==> config.mk <==
export PLATFORM = sky130hd
export DESIGN_NAME = bus_frame_target
export DESIGN_NICKNAME = d
export VERILOG_FILES = /design/src/rtl/bus_frame_pkg.sv /design/src/rtl/bus_frame_phase_ctr.sv /design/src/rtl/bus_frame_target.sv
export SDC_FILE = /design/constraint.sdc
export NUM_CORES = 1
export LEC_CHECK = 0
export BUFFER_PORTS_ARGS = -buffer_cell sky130_fd_sc_hd__buf_2
export CAP_MARGIN = 20
export CORE_ASPECT_RATIO = 0.9
export CORE_MARGIN = 2
export CORE_UTILIZATION = 55
export DETAILED_ROUTE_END_ITERATION = 6
export HOLD_SLACK_MARGIN = 0.15
export PLACE_DENSITY = 0.83
export SLEW_MARGIN = 20
export SYNTH_ARGS = -nofsm -noshare
export SYNTH_HDL_FRONTEND = slang
export SYNTH_SLANG_ARGS = --single-unit
export TNS_END_PERCENT = 10
==> constraint.sdc <==
create_clock -name clk -period 3.7 [get_ports clk]
set_input_delay 0.555 -clock clk [delete_from_list [all_inputs] [get_ports clk]]
set_output_delay 0.555 -clock clk [all_outputs]
set_load 0.005 [all_outputs]
==> src/rtl/bus_frame_pkg.sv <==
// Shared definitions for the 10-phase byte-serial CPU bus frame.
// Used by both the pin handler and the target endpoint.
package bus_frame_pkg;

    typedef logic [3:0] frame_ph_t;

    localparam frame_ph_t PH_IDLE = 4'd0;
    localparam frame_ph_t PH_A0   = 4'd1;
    localparam frame_ph_t PH_A1   = 4'd2;
    localparam frame_ph_t PH_A2   = 4'd3;
    localparam frame_ph_t PH_A3   = 4'd4;
    localparam frame_ph_t PH_FLAG = 4'd5;
    localparam frame_ph_t PH_D0   = 4'd6;
    localparam frame_ph_t PH_D1   = 4'd7;
    localparam frame_ph_t PH_D2   = 4'd8;
    localparam frame_ph_t PH_D3   = 4'd9;
    localparam frame_ph_t PH_LAST = 4'd9;

    localparam int unsigned FLAG_WR_BIT = 0;

    // Read data goes out MSB byte first: PH_D0 carries w[31:24].
    function automatic logic [7:0] rd_lane(input logic [31:0] w, input frame_ph_t ph);
        logic [1:0] idx;
        idx = 2'(PH_D3 - ph);
        return w[{idx, 3'b000} +: 8];
    endfunction

endpackage

==> src/rtl/bus_frame_phase_ctr.sv <==
// Wrapping frame phase counter (0..PH_LAST) with asynchronous active-low reset.
module bus_frame_phase_ctr
    import bus_frame_pkg::*;
(
    input  logic      clk,
    input  logic      rst_n,
    output frame_ph_t ph_o
);

    frame_ph_t ph_q, ph_d;

    always_comb begin
        ph_d = (ph_q == PH_LAST) ? PH_IDLE : ph_q + 4'd1;
    end

    always_ff @(posedge clk or negedge rst_n) begin
        if (!rst_n) begin
            ph_q <= PH_IDLE;
        end else begin
            ph_q <= ph_d;
        end
    end

    assign ph_o = ph_q;

endmodule

==> src/rtl/bus_frame_target.sv <==
// Target endpoint of the byte-serial CPU bus frame, bridging to a 32-bit word memory port.
// Optional error counter output err_cnt is enabled by defining BUS_FRAME_ERRCNT_EN.
module bus_frame_target
    import bus_frame_pkg::*;
#(
    parameter int unsigned ADDR_W      = 32,
    parameter logic [31:0] ERR_PATTERN = 32'hDEAD_BEEF,
    parameter int unsigned WR_WAIT_MAX = 5
) (
    input  logic              clk,
    input  logic              rst_n,
    input  logic [7:0]        addr_byte_i,
    input  logic [7:0]        data_byte_i,
    output logic [7:0]        data_byte_o,
    output logic              data_oe,
    output logic              mem_req,
    output logic              mem_we,
    output logic [ADDR_W-1:0] mem_addr,
    output logic [31:0]       mem_wdata,
    input  logic [31:0]       mem_rdata,
    input  logic              mem_ack,
`ifdef BUS_FRAME_ERRCNT_EN
    output logic [7:0]        err_cnt,
`endif
    output logic              err
);

    localparam logic [7:0] WCNT_LAST = 8'(WR_WAIT_MAX - 1);

    frame_ph_t ph;

    logic [31:0]       addr_q, addr_d, wdata_q, wdata_d, rbuf_q, rbuf_d;
    logic [31:0]       mwdata_q, mwdata_d;
    logic [ADDR_W-1:0] maddr_q, maddr_d;
    logic              wr_q, wr_d, err_q, err_d, wr_pend_q, wr_pend_d;
    logic [7:0]        wcnt_q, wcnt_d;
    logic [1:0]        lane;
    logic              miss_ev, abandon_ev;

    bus_frame_phase_ctr u_phase_ctr (
        .clk  (clk),
        .rst_n(rst_n),
        .ph_o (ph)
    );

    always_comb begin
        addr_d     = addr_q;
        wdata_d    = wdata_q;
        rbuf_d     = rbuf_q;
        mwdata_d   = mwdata_q;
        maddr_d    = maddr_q;
        wr_d       = wr_q;
        wr_pend_d  = wr_pend_q;
        wcnt_d     = wcnt_q;
        miss_ev    = 1'b0;
        abandon_ev = 1'b0;
        lane       = 2'(ph - PH_A0);

        // Posted write: hold the request until acked or the wait window runs out.
        if (wr_pend_q) begin
            if (mem_ack) begin
                wr_pend_d = 1'b0;
            end else if (wcnt_q == WCNT_LAST) begin
                wr_pend_d  = 1'b0;
                abandon_ev = 1'b1;
            end else begin
                wcnt_d = wcnt_q + 8'd1;
            end
        end

        case (ph)
            PH_A0, PH_A1, PH_A2, PH_A3: begin
                addr_d[{lane, 3'b000} +: 8]  = addr_byte_i;
                wdata_d[{lane, 3'b000} +: 8] = data_byte_i;
                // Present the complete address to memory from PH_FLAG onwards only.
                if (ph == PH_A3) begin
                    maddr_d = ADDR_W'({addr_byte_i, addr_q[23:0]});
                end
            end
            PH_FLAG: begin
                wr_d   = addr_byte_i[FLAG_WR_BIT];
                rbuf_d = mem_ack ? mem_rdata : ERR_PATTERN;
                if (addr_byte_i[FLAG_WR_BIT]) begin
                    wr_pend_d = 1'b1;
                    wcnt_d    = 8'd0;
                    mwdata_d  = wdata_q;
                end else if (!mem_ack) begin
                    miss_ev = 1'b1;
                end
            end
            default: ;
        endcase

        err_d = err_q | miss_ev | abandon_ev;
    end

    always_ff @(posedge clk or negedge rst_n) begin
        if (!rst_n) begin
            addr_q    <= '0;
            wdata_q   <= '0;
            rbuf_q    <= '0;
            mwdata_q  <= '0;
            maddr_q   <= '0;
            wr_q      <= 1'b0;
            wr_pend_q <= 1'b0;
            wcnt_q    <= '0;
            err_q     <= 1'b0;
        end else begin
            addr_q    <= addr_d;
            wdata_q   <= wdata_d;
            rbuf_q    <= rbuf_d;
            mwdata_q  <= mwdata_d;
            maddr_q   <= maddr_d;
            wr_q      <= wr_d;
            wr_pend_q <= wr_pend_d;
            wcnt_q    <= wcnt_d;
            err_q     <= err_d;
        end
    end

`ifdef BUS_FRAME_ERRCNT_EN
    logic [7:0] cnt_q, cnt_d;

    always_comb begin
        cnt_d = cnt_q;
        if ((miss_ev || abandon_ev) && cnt_q != 8'hFF) begin
            cnt_d = cnt_q + 8'd1;
        end
    end

    always_ff @(posedge clk or negedge rst_n) begin
        if (!rst_n) begin
            cnt_q <= '0;
        end else begin
            cnt_q <= cnt_d;
        end
    end

    assign err_cnt = cnt_q;
`endif

    assign mem_req     = (ph == PH_FLAG) | wr_pend_q;
    assign mem_we      = wr_pend_q;
    assign mem_addr    = maddr_q;
    assign mem_wdata   = mwdata_q;
    assign data_oe     = ~wr_q & (ph >= PH_D0);
    assign data_byte_o = data_oe ? rd_lane(rbuf_q, ph) : 8'h00;
    assign err         = err_q;

endmodule
==> metrics.md, run 1 <==
| Metric | Value |
|---|---|
| Post_cts resized | 0 |
| Synth area leaders | dfrtp_1, mux2i_1, nand2_1 |
| CP Max Fanout | 18 |
| Ys flop type | dfrtp_1 |
| Power Density | 473 nW/um2 |
| Setup slack at placement | 1100 ps |
| Wirelength per Cell | 15.6 um |
| Yosys cell types | 40 |
| TritonCTS clock tree | built |
| Count of input and output buffers | 126 |
| Sequential fraction of the synthesis area | 57.0% |
| Ys Warns | 0 |
| Critical path arrival | 2450 ps |
| DP Wirelength | 10,300 um |
| Layout cells sized above 1 | 22.9% |
| Worst setup EP type | primary output |
| Max cap viols | 0 |
| GR Util All Layers | 22.6% |
| Core area | 12,800 um2 |
| # setup viols final | 0 |
| Worst R2R Start | u_phase_ctr.ph_o[0] |
| FMAX | 0.333 GHz |
| Antenna fix cells | 0 |
| FF-to-FF End | wdata_q[11] |
| Status | complete, no violations |
| Yosys top cell area share | 57.0% |
| Starting Density | 57.1% |
| Die area | 14,300 um2 |
| Netlist Area Pre-Place | 7330 um2 |
| Via Count | 5,174 |
| DRT antenna net count | 0 |
| Unrepaired setup endpoints after global routing | no |
| Die Ht | 114 um |
| Asr flop ratio synth | 100% |
| Worst skew pair latency | 410 ps |
| Number of synthesized flops with an enable pin | 0 |
| Startpoint types | flop |
| Post-CTS Hold Buffers | 0 |
| Synth Register Bits | 167 |
| Post-Syn Instances | 694 |
| CP startpoint | u_phase_ctr.ph_o[0] |
| DRC Markers | 0 |
| I/O Pins | 127 |
| Drt total wl | 15,300 um |
| Setup TNS | 0 ps |
| Register Area | 4180 um2 |
| Slew Limit Headroom | 41.2% |
| CTS Buf Count | 17 |
| Final Hold Fails | 0 |
| Grt total ovfl | 0 |
| First-pass GRT wire length | 25,500 um |
| Clock Path Buffers | 2 |
| Largest area contributor in the netlist | dfrtp_1 |
| CP required | 3140 ps |
| Fill count | 1,004 |
| GP Congestion | 0.799 |
| Avg Inst Size Synth | 10.6 um2 |
| Fin worst setup slack | 696 ps |
| Cells on worst reg2reg path | 5 |
| Measured slew at the worst slew-check pin | 879 ps |
| Area grow syn2layout | 16.9% |
| DR iter-0 viols | 436 |
| Initial antenna violation count | 0 |
| Final Instance Count excl. Fillers | 985 |
| Final Skew | 5.89 ps |
| DP Cell Count | 953 |
| Leak | 4.19 nW |
| Min Tclk post-route | 3000 ps |
| Largest net degree at the start of global routing | 81 |
| Multi-input gate area | 2530 um2 |
| Count leader, synth | dfrtp_1 |
| Clk root buf | clkbuf_16 |
| Worst vdd ir | 0.375 mV |
| Hold Path Class | input pin to asynchronous set/reset pin |
| Critical path class | flop to primary output |
| Vias in the first global route | 5,061 |
| Row Count | 39 |
| Final net count | 867 |
| TritonRoute pass-1 iters | 5 |
| Die W | 126 um |
| # H-tree levels | 4 |
| Sink Count | 167 |
| Crit share post-route | 81.2% |
| Clock transition at the registers of the reported paths | 60 ps |
| Post-synth top cells | dfrtp_1, nand2_1, inv_1 |
| Max Slew Vio Count | 0 |
| Tot Pwr | 4.05 mW |
| Synth Net Count | 753 |
| Reg2reg setup slack | 1040 ps |
| Min Hold Slack | 168 ps |
| Vias per cell | 5.25 |
| Post-CTS Setup Bufs | 0 |
## layout make-up
| type | instances | share of cell area, % |
|---|---|---|
| inverters | 87 | 3.81 |
| repair buffers | 138 | 8.48 |
| well taps | 164 | 2.39 |
| flip-flops and latches | 167 | 48.8 |
| clock buffers | 21 | 5.26 |
| multi-input cells | 397 | 29.6 |
| clock inverters | 11 | 1.72 |
## per-layer routing
layer	share of wire, %	vias up	GRT usage (%)	wire (um)
met2	48	145	36.4	7380
met4	0.89	0	4.81	136
li1	-	2489	-	-
met1	46	2524	31.8	7000
met3	5.3	16	5.44	812
met5	0	-	0	0
## state kept, by name (all words and copies together), names as in the netlist
signal	cells
mem_wdata	32
wdata_q	32
rbuf_q	32
u_phase_ctr.ph_o	4
mem_addr	32
wcnt_q	8
wr_q	1
mem_we	1
err	1
addr_q	24
## cells in the final DEF, fill, tap and decap left out, types with 4 or more instances in the layout
cell type | netlist | final
nor2_1 | 29 | 29
buf_2 | 17 | 125
clkbuf_16 | 0 | 17
nor2b_1 | 9 | 9
mux2i_1 | 58 | 58
nand2_1 | 135 | 135
buf_4 | 4 | 12
inv_1 | 87 | 87
or3_1 | 4 | 4
dfrtp_1 | 167 | 167
mux2_2 | 9 | 9
a31oi_1 | 25 | 25
mux4_1 | 6 | 6
o21ai_0 | 62 | 62
ha_1 | 8 | 8
nand3_1 | 10 | 10
a21oi_1 | 10 | 10
## critical path, stage by stage, from the launching register on
cell	delay, ps
dfrtp_1	870
ha_1	440
nand3b_1	410
nand2b_1	180
buf_2	130
## stage by stage
stage	utilization, %	instance area, um2
6_report	66.8	8570
5_1_grt	66.8	8570
4_1_cts	66.8	8570
3_5_place_dp	62.1	7970
3_3_place_gp	62.1	7970
2_1_floorplan	-	7330
## logic make-up after synthesis
group / after synthesis / share of synthesized area (%)
mux: 75 / 12.1
compound gates: 101 / 7.49
xor+xnor: 1 / 0.120
buf+inv: 130 / 8.65
fa+ha+maj: 8 / 1.37
flops: 167 / 57.0
simple gates: 212 / 13.3
## report_power, final
group | total [mW] | switching (mW) | leakage [nW] | internal (mW)
clock network | 1.78 | 0.694 | 0.291 | 1.08
logic | 0.290 | 0.166 | 1.94 | 0.124
registers | 1.98 | 0.0526 | 1.96 | 1.93
## worst max path at each step
stage	end	slack [ps]
3_3_place_gp	mem_req	1170
5_1_grt	mem_req	500
4_1_cts	mem_req	690
6_report	mem_req	700
2_1_floorplan	mem_req	1670
3_5_place_dp	wdata_q[10]	1100
No activity file was read; power rests on OpenSTA's default activity.
==> run 2, diff against run 1 <==
Settings changed: ABC_AREA set to 1, PLACE_DENSITY 0.83 to 0.82.
Clock period 3.7 ns to 3.1 ns, I/O delays scaled along.
==> run 2 against run 1 <==
  * Sequential share of layout area decreased by 0.65 points
  * Via count grew 17%
  * First-iteration DRC count up 11%
  * Register-to-register slack lost 720 ps
  * Total power is 20% higher
  * Global-route usage grew 2.7 points
  * Critical path depth grew 6
  * Setup slack got worse by 370 ps
  * Sequential cell count did not move
  * Sequential power rose by 20%
  * Routed wire length rose by 14%
  * Count of clock-buffer cells in the layout grew 1
  * Critical path type is now flop to flop
==> metrics.md, run 2 <==
| Metric | Value |
|---|---|
| Status | complete, no violations |
| Layout cells sized above 1 | 21.4% |
| Power Density | 559 nW/um2 |
| I/O Pins | 127 |
| Worst skew pair latency | 420 ps |
| Yosys top cell area share | 56.8% |
| Count of input and output buffers | 126 |
| Critical path cell sequence | buf_4, clkinv_1, ha_1, inv_1, nand2_1, o21ai_1, nand2_2, nand2_2, nand2_1, nand2_1 |
| Post-Syn Instances | 831 |
| Starting Density | 55.7% |
| Ys flop type | dfrtp_1 |
| DR iter-0 viols | 485 |
| Final net count | 999 |
| Max cap viols | 0 |
| Die Ht | 114 um |
| Largest area contributor in the netlist | dfrtp_1 |
| GP Congestion | 0.877 |
| DP Cell Count | 1,088 |
| Initial antenna violation count | 1 |
| CP Max Fanout | 33 |
| Clock transition at the registers of the reported paths | 60 ps |
| Worst setup EP type | flop |
| # H-tree levels | 4 |
| Asr flop ratio synth | 100% |
| Startpoint types | flop |
| Core area | 13,200 um2 |
| Min Tclk post-route | 2780 ps |
| Via Count | 6,060 |
| GR Util All Layers | 25.3% |
| Cell mode on critical path | nand2_1 |
| Max Slew Vio Count | 0 |
| Sequential fraction of the synthesis area | 56.8% |
| CP required | 3450 ps |
| Worst path slowest cell | nand2_2 |
| Clk root buf | clkbuf_16 |
| First-pass GRT wire length | 28,900 um |
| Commonest non-fill, non-tap cell in the layout | nand2_1 |
| Synth area leaders | dfrtp_1, nand2_1, nand3_1 |
| Drt total wl | 17,500 um |
| DRC Markers | 0 |
| TritonRoute pass-1 iters | 5 |
| Measured slew at the worst slew-check pin | 705 ps |
| Ys Warns | 0 |
| Synth Register Bits | 167 |
| Count leader, synth | nand2_1 |
| Most frequent cells in the layout | nand2_1, dfrtp_1, buf_2 |
| Final Hold Fails | 0 |
| Leak | 4.41 nW |
| FMAX | 0.360 GHz |
| Final Skew | 5.64 ps |
| Die area | 14,300 um2 |
| Vias in the first global route | 5,753 |
| Setup TNS | 0 ps |
| Unrepaired setup endpoints after global routing | no |
| CTS Buf Count | 17 |
| Critical path class | flop to flop |
| Area grow syn2layout | 18.1% |
| Fill count | 1,118 |
| Hold depth | 3 |
| Number of synthesized flops with an enable pin | 0 |
| TritonCTS clock tree | built |
| DP Wirelength | 11,600 um |
| Cells on worst reg2reg path | 10 |
| Post-CTS Setup Bufs | 0 |
| Sink Count | 167 |
| Row Count | 40 |
| Largest net degree at the start of global routing | 77 |
| Avg Inst Size Synth | 8.85 um2 |
| # setup viols final | 0 |
| Crit-path max cell delay | 460 ps |
| Post-synth top cells | nand2_1, dfrtp_1, nand3_1 |
| Netlist Area Pre-Place | 7350 um2 |
| Yosys cell types | 25 |
| Slew Limit Headroom | 52.8% |
| Grt total ovfl | 0 |
| Worst vdd ir | 0.379 mV |
| Critical path arrival | 3130 ps |
| Hold Path Class | input pin to flop |
| Final Instance Count excl. Fillers | 1,122 |
| Clock Path Buffers | 2 |
| Wirelength per Cell | 15.6 um |
| Synth Net Count | 890 |
| DRT antenna net count | 0 |
| Vias per cell | 5.40 |
| Die W | 126 um |
| Crit share post-route | 89.6% |
-- run 2: cell count changes after synthesis, moves of 9 or more --
cell,change
mux2i_1,-58
mux2_2,+15
nor2_1,+18
inv_1,-38
a21oi_1,+16
o21ai_0,+37
nand2_1,+78
a31oi_1,-24
nor2b_1,-9
clkbuf_1,+10
nor3_1,+18
nand3_1,+96
-- run 2: worst max-delay path, delay by kind of cell, from the launching register on --
kind | cells | cell delay, ps
and+or+nand+nor | 5 | 1130
adders and majority gates | 1 | 390
AOI/OAI and AO/OA | 1 | 160
DFF | 1 | 340
buffers and inverters | 3 | 670
-- run 2: where the power goes --
group	leakage (nW)	switching (mW)	internal, mW
combinational	2.18	0.217	0.150
sequential	1.95	0.0739	2.31
clock	0.275	0.849	1.25
total	4.41	1.14	3.71
-- run 2: what timing repair did --
action                    in CTS  in global routing
hold endpoints to repair      65                  0
gates resized for setup        0                  0
hold buffers                   1                  0
-- run 2: area by class of cell --
type / count / area (um2) / share of cell area [%]
clock inverters: 10 / 120 / 1.38
repair buffers: 142 / 772 / 8.89
diodes: 1 / 2.50 / 0.0288
clock buffers: 22 / 474 / 5.46
flip-flops and latches: 167 / 4180 / 48.1
inverters: 54 / 203 / 2.33
multi-input cells: 558 / 2720 / 31.4
well taps: 168 / 210 / 2.42
-- run 2: kinds of logic (layout without fill, tap and decap cells) --
kind of cell / Yosys count / in the layout / synth area share, %
buffers and inverters: 106 / 228 / 6.23
muxes: 24 / 24 / 3.67
DFF: 167 / 167 / 56.8
AOI/OAI and AO/OA: 132 / 132 / 9.07
other: 0 / 1 / 0
xor gates and xnor gates: 3 / 3 / 0.357
and+or+nand+nor: 391 / 391 / 22.5
adders and majority gates: 8 / 8 / 1.36
-- run 2: path summary, 6_finish.rpt --
path | start | to | slack [ps]
min reg2reg | mem_wdata[10] | mem_wdata[10] | 470
max in group asynchronous | rst_n | mem_wdata[6] | 1680
min | mem_rdata[10] | rbuf_q[10] | 250
max | u_phase_ctr.ph_o[0] | addr_q[14] | 320
max reg2reg | u_phase_ctr.ph_o[0] | addr_q[14] | 320
min in group asynchronous | rst_n | rbuf_q[0] | 590
-- run 2: per-stage QoR --
stage	worst slack (ps)	util, %	power [mW]	hold WS (ps)	cell area [um2]
2_1_floorplan	1010	-	2.58	169	7350
3_3_place_gp	544	61.1	2.77	448	8080
3_5_place_dp	453	61.1	2.79	453	8080
4_1_cts	362	65.7	4.88	243	8680
5_1_grt	122	65.7	5.04	266	8680
6_report	323	65.7	4.85	254	8680
-- run 2: routing by layer --
metal  vias up  part of all wire, %  track usage [%]
met5         -                    0                0
met4         0                  2.0             8.50
met3        30                  5.8             5.44
met2       191                   47             39.1
met1      2899                   45             36.2
li1       2940                    -                -
